## config.mk

```make
export PLATFORM = sky130hd
export DESIGN_NAME = mult_share_arbiter_flat
export DESIGN_NICKNAME = d
export VERILOG_FILES = /design/src/rtl/mult_share_arbiter_if.sv /design/src/rtl/mult_share_arbiter.sv /design/src/flat_wrapper.sv
export SDC_FILE = /design/constraint.sdc
export NUM_CORES = 1
export LEC_CHECK = 0
export CAP_MARGIN = 20
export CORE_AREA = 10 10 171 173
export CTS_CLUSTER_DIAMETER = 80
export DETAILED_ROUTE_END_ITERATION = 16
export DIE_AREA = 0 0 181 183
export GPL_ROUTABILITY_DRIVEN = 0
export PLACE_DENSITY = 0.67
export SYNTH_ARGS = -nofsm -noshare
export SYNTH_HDL_FRONTEND = slang
export SYNTH_SLANG_ARGS = --single-unit
```

## constraint.sdc

```tcl
create_clock -name clk -period 6.7 [get_ports clk]
set_clock_uncertainty 0.05 [all_clocks]
set_input_delay 1.34 -clock clk [delete_from_list [all_inputs] [get_ports clk]]
set_output_delay 1.34 -clock clk [all_outputs]
set_load 0.02 [all_outputs]
```

## src/rtl/mult_share_arbiter_if.sv

```systemverilog
// Bus bundle between N requesters, the shared multiplier and the response consumer.
// slave  : the arbiter's view (requests in, grants/multiplier operands/response out).
// master : the environment's view (requesters, multiplier and consumer).
//   req_valid/req_ready : per-requester handshake, req_ready one-hot or zero
//   req_a/req_b         : packed operands, requester k at bits [32k+31:32k]
//   mul_a/mul_b/mul_p   : operands to and product from the shared multiplier
//   rsp_*               : valid/ready response carrying owner ID and product
//   busy                : arbiter is not idle
interface mult_share_arbiter_if #(
  parameter int N   = 4,
  parameter int IDW = 2
);
  logic [N-1:0]    req_valid;
  logic [N-1:0]    req_ready;
  logic [N*32-1:0] req_a;
  logic [N*32-1:0] req_b;
  logic [31:0]     mul_a;
  logic [31:0]     mul_b;
  logic [63:0]     mul_p;
  logic            rsp_valid;
  logic            rsp_ready;
  logic [IDW-1:0]  rsp_id;
  logic [63:0]     rsp_prod;
  logic            busy;

  modport slave (
    input  req_valid, req_a, req_b, mul_p, rsp_ready,
    output req_ready, mul_a, mul_b, rsp_valid, rsp_id, rsp_prod, busy
  );

  modport master (
    output req_valid, req_a, req_b, mul_p, rsp_ready,
    input  req_ready, mul_a, mul_b, rsp_valid, rsp_id, rsp_prod, busy
  );
endinterface

```

## src/rtl/mult_share_arbiter.sv

```systemverilog
// Round-robin arbiter sharing one combinational 32x32 unsigned multiplier among
// N requesters. The winner's operands are latched and held on mul_a/mul_b for a
// MUL_LAT-cycle settle window, after which the 64-bit product is captured and
// returned with the requester ID on a valid/ready response channel.
// Ports:
//   clk : rising-edge clock
//   rst : asynchronous active-high reset
//   bus : mult_share_arbiter_if.slave (requests, multiplier, response, busy)
module mult_share_arbiter #(
  parameter int N       = 4,
  parameter int IDW     = 2,
  parameter int MUL_LAT = 2
) (
  input  logic                  clk,
  input  logic                  rst,
  mult_share_arbiter_if.slave   bus
);
  localparam int CW = $clog2(MUL_LAT + 1);

  typedef enum logic [1:0] {
    IDLE = 2'd0,
    CALC = 2'd1,
    RESP = 2'd2
  } state_t;

  state_t         state_reg;
  logic [IDW-1:0] ptr_reg;
  logic [CW-1:0]  cnt_reg;
  logic [31:0]    op_a_reg;
  logic [31:0]    op_b_reg;
  logic           rsp_valid_reg;
  logic [IDW-1:0] rsp_id_reg;
  logic [63:0]    rsp_prod_reg;

  logic           grant_any;
  logic [IDW-1:0] winner;

  // Scan requesters starting at ptr and wrapping; first valid one wins.
  always_comb begin
    int idx;
    grant_any = 1'b0;
    winner    = '0;
    for (int i = 0; i < N; i++) begin
      idx = int'(ptr_reg) + i;
      if (idx >= N) idx = idx - N;
      if (!grant_any && bus.req_valid[IDW'(idx)]) begin
        grant_any = 1'b1;
        winner    = IDW'(idx);
      end
    end
  end

  // Grant only in IDLE; gated by rst so nothing is offered while held in reset.
  always_comb begin
    bus.req_ready = '0;
    if (!rst && state_reg == IDLE && grant_any)
      bus.req_ready[winner] = 1'b1;
  end

  always_ff @(posedge clk or posedge rst) begin
    if (rst) begin
      state_reg     <= IDLE;
      ptr_reg       <= '0;
      cnt_reg       <= '0;
      op_a_reg      <= '0;
      op_b_reg      <= '0;
      rsp_valid_reg <= 1'b0;
      rsp_id_reg    <= '0;
      rsp_prod_reg  <= '0;
    end else begin
      case (state_reg)
        IDLE: begin
          if (grant_any) begin
            op_a_reg   <= bus.req_a[{winner, 5'd0} +: 32];
            op_b_reg   <= bus.req_b[{winner, 5'd0} +: 32];
            rsp_id_reg <= winner;
            cnt_reg    <= CW'(MUL_LAT);
            state_reg  <= CALC;
          end
        end
        CALC: begin
          cnt_reg <= cnt_reg - CW'(1);
          // Last settle cycle: the multiplier output is stable, capture it.
          if (cnt_reg == CW'(1)) begin
            rsp_prod_reg  <= bus.mul_p;
            rsp_valid_reg <= 1'b1;
            state_reg     <= RESP;
          end
        end
        RESP: begin
          if (bus.rsp_ready) begin
            rsp_valid_reg <= 1'b0;
            // Next search starts just past the requester we served.
            ptr_reg   <= (rsp_id_reg == IDW'(N - 1)) ? '0 : rsp_id_reg + IDW'(1);
            state_reg <= IDLE;
          end
        end
        default: state_reg <= IDLE;
      endcase
    end
  end

  assign bus.mul_a     = op_a_reg;
  assign bus.mul_b     = op_b_reg;
  assign bus.rsp_valid = rsp_valid_reg;
  assign bus.rsp_id    = rsp_id_reg;
  assign bus.rsp_prod  = rsp_prod_reg;
  assign bus.busy      = (state_reg != IDLE);
endmodule

```

## src/flat_wrapper.sv

```systemverilog
// flat-port wrapper written by rule: the top's interface ports become plain ports
module mult_share_arbiter_flat 
#(
  parameter int N       = 4,
  parameter int IDW     = 2,
  parameter int MUL_LAT = 2
)
  (clk, rst, bus_req_valid, bus_req_a, bus_req_b, bus_mul_p, bus_rsp_ready, bus_req_ready, bus_mul_a, bus_mul_b, bus_rsp_valid, bus_rsp_id, bus_rsp_prod, bus_busy);
  mult_share_arbiter_if #(.N(N), .IDW(IDW)) bus_i ();
  input  logic clk;
  input  logic rst;
  input wire logic [$bits(bus_i.req_valid)-1:0] bus_req_valid;
  input wire logic [$bits(bus_i.req_a)-1:0] bus_req_a;
  input wire logic [$bits(bus_i.req_b)-1:0] bus_req_b;
  input wire logic [$bits(bus_i.mul_p)-1:0] bus_mul_p;
  input wire logic [$bits(bus_i.rsp_ready)-1:0] bus_rsp_ready;
  output wire logic [$bits(bus_i.req_ready)-1:0] bus_req_ready;
  output wire logic [$bits(bus_i.mul_a)-1:0] bus_mul_a;
  output wire logic [$bits(bus_i.mul_b)-1:0] bus_mul_b;
  output wire logic [$bits(bus_i.rsp_valid)-1:0] bus_rsp_valid;
  output wire logic [$bits(bus_i.rsp_id)-1:0] bus_rsp_id;
  output wire logic [$bits(bus_i.rsp_prod)-1:0] bus_rsp_prod;
  output wire logic [$bits(bus_i.busy)-1:0] bus_busy;
  assign bus_i.req_valid = bus_req_valid;
  assign bus_i.req_a = bus_req_a;
  assign bus_i.req_b = bus_req_b;
  assign bus_i.mul_p = bus_mul_p;
  assign bus_i.rsp_ready = bus_rsp_ready;
  assign bus_req_ready = bus_i.req_ready;
  assign bus_mul_a = bus_i.mul_a;
  assign bus_mul_b = bus_i.mul_b;
  assign bus_rsp_valid = bus_i.rsp_valid;
  assign bus_rsp_id = bus_i.rsp_id;
  assign bus_rsp_prod = bus_i.rsp_prod;
  assign bus_busy = bus_i.busy;
  mult_share_arbiter #(.N(N), .IDW(IDW), .MUL_LAT(MUL_LAT)) u_core (.clk(clk), .rst(rst), .bus(bus_i));
endmodule
```

==> results.sh <==
export IMPL_maxSlewHeadroom_pct=28.0
export IMPL_mappedNetlistNets=949
export IMPL_area_growth_synth_to_final_pct=76.0
export IMPL_rows=59
export IMPL_final_max_slew_viol_count=0
export IMPL_cp_slowest_stage_delay_ps=640
export IMPL_power_density_nw_per_um2=444
export IMPL_ys_types=39
export IMPL_criticalPathCategory="in2out"
export IMPL_die_h_um=183
export IMPL_grt_util_all_layers_pct=18.7
export IMPL_grt_pass1_vias=7386
export IMPL_die_area_um2=33100
export IMPL_leakagePower_nw=5.04
export IMPL_nFillCells=2370
export IMPL_ff2ff_setup_slack_ps=4230
export IMPL_ys_warn_count=0
export IMPL_port_buffers=462
export IMPL_cpMostUsedCell="clkdlybuf4s50_1"
export IMPL_pin_count=463
export IMPL_status="finished, final reports clean"
export IMPL_crit_fanout=25
export IMPL_root_buffer="clkbuf_16"
export IMPL_wire_per_inst_um=23.0
export IMPL_grt_pass1_wl_mm=48.0
export IMPL_post_route_period_util_pct=77.9
export IMPL_clk_pin_slew_ps=60
export IMPL_cts_max_level=4
export IMPL_endpoint_kind="output pin"
export IMPL_cts_sinks=137
export IMPL_synth_edf_count=0
export IMPL_die_w_um=181
export IMPL_synth_ff_type="dfrtp_1"
export IMPL_vias=6749
export IMPL_start_util_pct=27.8
export IMPL_yosysTopAreaCell="dfrtp_1"
export IMPL_num_nets_final=1391
export IMPL_synth_cells=620
export IMPL_crit_slowest_cell="clkdlybuf4s50_1"
export IMPL_critPathRequiredTime_ps=5310
export IMPL_viasPerCell=4.78
export IMPL_fmax_mhz=192
export IMPL_drt_initial_drc_count=283
export IMPL_path_cells="clkdlybuf4s50_1 > or3_1 > nor2_1 > nor2_4 > and3_1 > clkdlybuf4s50_1"
export IMPL_fin_crit_ps=5220
export IMPL_clk_path_buf_depth=2
export IMPL_drive_above_1_share_pct=18.7
export IMPL_synth_area_leaders="dfrtp_1, mux2_2, a221oi_1"
export IMPL_async_flop_share_pct=100
export IMPL_cts_resized_gates=0
export IMPL_largest_reg_flops=64
export IMPL_dr_pass1_iters=4
export IMPL_tns_ps=0
export IMPL_cts_setup_buffers=0
export IMPL_power_w=0.00560
export IMPL_ir_drop_mv=0.245
export IMPL_place_area_um2=12000
export IMPL_hpwl_mm=25.5
export IMPL_hold_viol_final=0
export IMPL_core_area_um2=25800
export IMPL_clk_insertion_delay_late_ps=410
export IMPL_setup_viol=0
export IMPL_fin_area_um2=12600
export IMPL_tightest_slew_ps=1080
export IMPL_rsz0062_at_grt="no"
export IMPL_avgSynthCellArea_um2=11.6
export IMPL_antenna_found_initial=4
export IMPL_ys_seq_elements=137
export IMPL_setup_worst_path_start_class="input port"
export IMPL_hold_ws_ps=435
export IMPL_fin_util_pct=49.0
export IMPL_grt_max_degree=82
export IMPL_holdBufCountCts=0
export IMPL_synth_top_area_share_pct=47.8
export IMPL_netlist_area_um2=7170
export IMPL_route_antenna_remaining_nets=0
export IMPL_arrival_ps=3830
export IMPL_drt_total_wl_mm=32.5
export IMPL_cts_tree="built"
export IMPL_drc_errors=0
export IMPL_numCtsBuffers=17
export IMPL_maxCapViolations=0
export IMPL_min_path_type="reg2reg"
export IMPL_overflow=0
export IMPL_yosysSeqAreaShare_pct=47.8
-- cells by family after synthesis --
family / count (synthesis) / share of synthesized area (%)
flip-flops: 137 / 47.8
AND/OR/NAND/NOR: 143 / 8.36
adder cells (fa/ha/maj): 2 / 0.349
multiplexers: 130 / 21.2
AO/OA/AOI/OAI: 151 / 17.4
buffers and inverters: 57 / 4.92
-- worst max-delay path, delay by kind of cell --
kind,cells,cell delay [ps]
buffers and inverters,2,1270
AND/OR/NAND/NOR,4,1220
-- per-stage QoR --
| stage | setup WS [ps] | instances |
|---|---|---|
| final | 1480 | 1413 |
| after global routing | 1340 | 1412 |
| after CTS | 1430 | 1410 |
| after detailed placement | 1440 | 1378 |
| after global placement | 1470 | 1377 |
| after floorplan | 491 | 620 |
-- power breakdown --
part	total [W]	switching (W)	internal, W
Combinational	0.00315	0.00162	0.00154
Sequential	0.00151	0.000247	0.00126
Clock	0.000947	0.000419	0.000528
Total	0.00560	0.00228	0.00332
-- worst paths after layout --
kind	startpoint	endpoint	cells past startpoint
min in group asynchronous	rst	u_core.bus.rsp_prod[62]$_DFFE_PP0P_	2
worst max-delay path	bus_req_valid[3]	bus_req_ready[3]	6
max in group asynchronous	rst	u_core.ptr_reg[0]$_DFFE_PP0P_	3
worst max register to register	u_core.ptr_reg[0]$_DFFE_PP0P_	u_core.bus.mul_b[7]$_DFFE_PP0P_	6
worst min-delay path	u_core.cnt_reg[0]$_DFFE_PP0P_	u_core.cnt_reg[0]$_DFFE_PP0P_	1
worst min register to register	u_core.cnt_reg[0]$_DFFE_PP0P_	u_core.cnt_reg[0]$_DFFE_PP0P_	1
-- cell type report --
cell class                      count  area (um2)  area share (%)
Antenna cell                        3        7.51          0.0595
Clock buffer                       17         425            3.37
Sequential cell                   137        3430            27.2
Inverter                            7        31.3           0.248
Timing Repair Buffer              473        4730            37.5
Clock inverter                     15         156            1.24
Tap cell                          335         419            3.32
Multi-Input combinational cell    426        3420            27.1
-- synth_stat cells, drive strengths merged, types with 2 or more instances --
master / instances
a21oi: 58
a221o: 15
a221oi: 49
and3: 4
buf: 34
clkbuf: 16
dfrtp: 137
ha: 2
inv: 7
mux2: 114
mux2i: 16
nand2: 56
nor2: 76
nor2b: 2
o21ai: 6
o221a: 2
o22a: 15
-- placed cells by master (no fill, tap or decap), drive strengths merged, types with 2 or more instances in the layout --
master         Yosys  layout
clkdlybuf4s50      0     462
dfrtp            137     137
mux2             114     114
nor2              76      76
a21oi             58      58
nand2             56      56
a221oi            49      49
clkbuf            16      17
mux2i             16      16
inv                7      16
a221o             15      15
o22a              15      15
buf               34      11
o21ai              6       6
and3               4       4
diode              0       3
clkinv             0       3
nor2b              2       2
o221a              2       2
ha                 2       2
clkinvlp           0       2
-- routing by layer --
metal  wire (um)  GRT usage, %  vias to the layer above
met5          20             0                        -
met4         298          3.94                        2
met3        3180          7.78                       18
met2       16400          33.0                      313
met1       12600          20.8                     3249
li1            -             -                     3167
No activity file was read; power rests on OpenSTA's default activity.
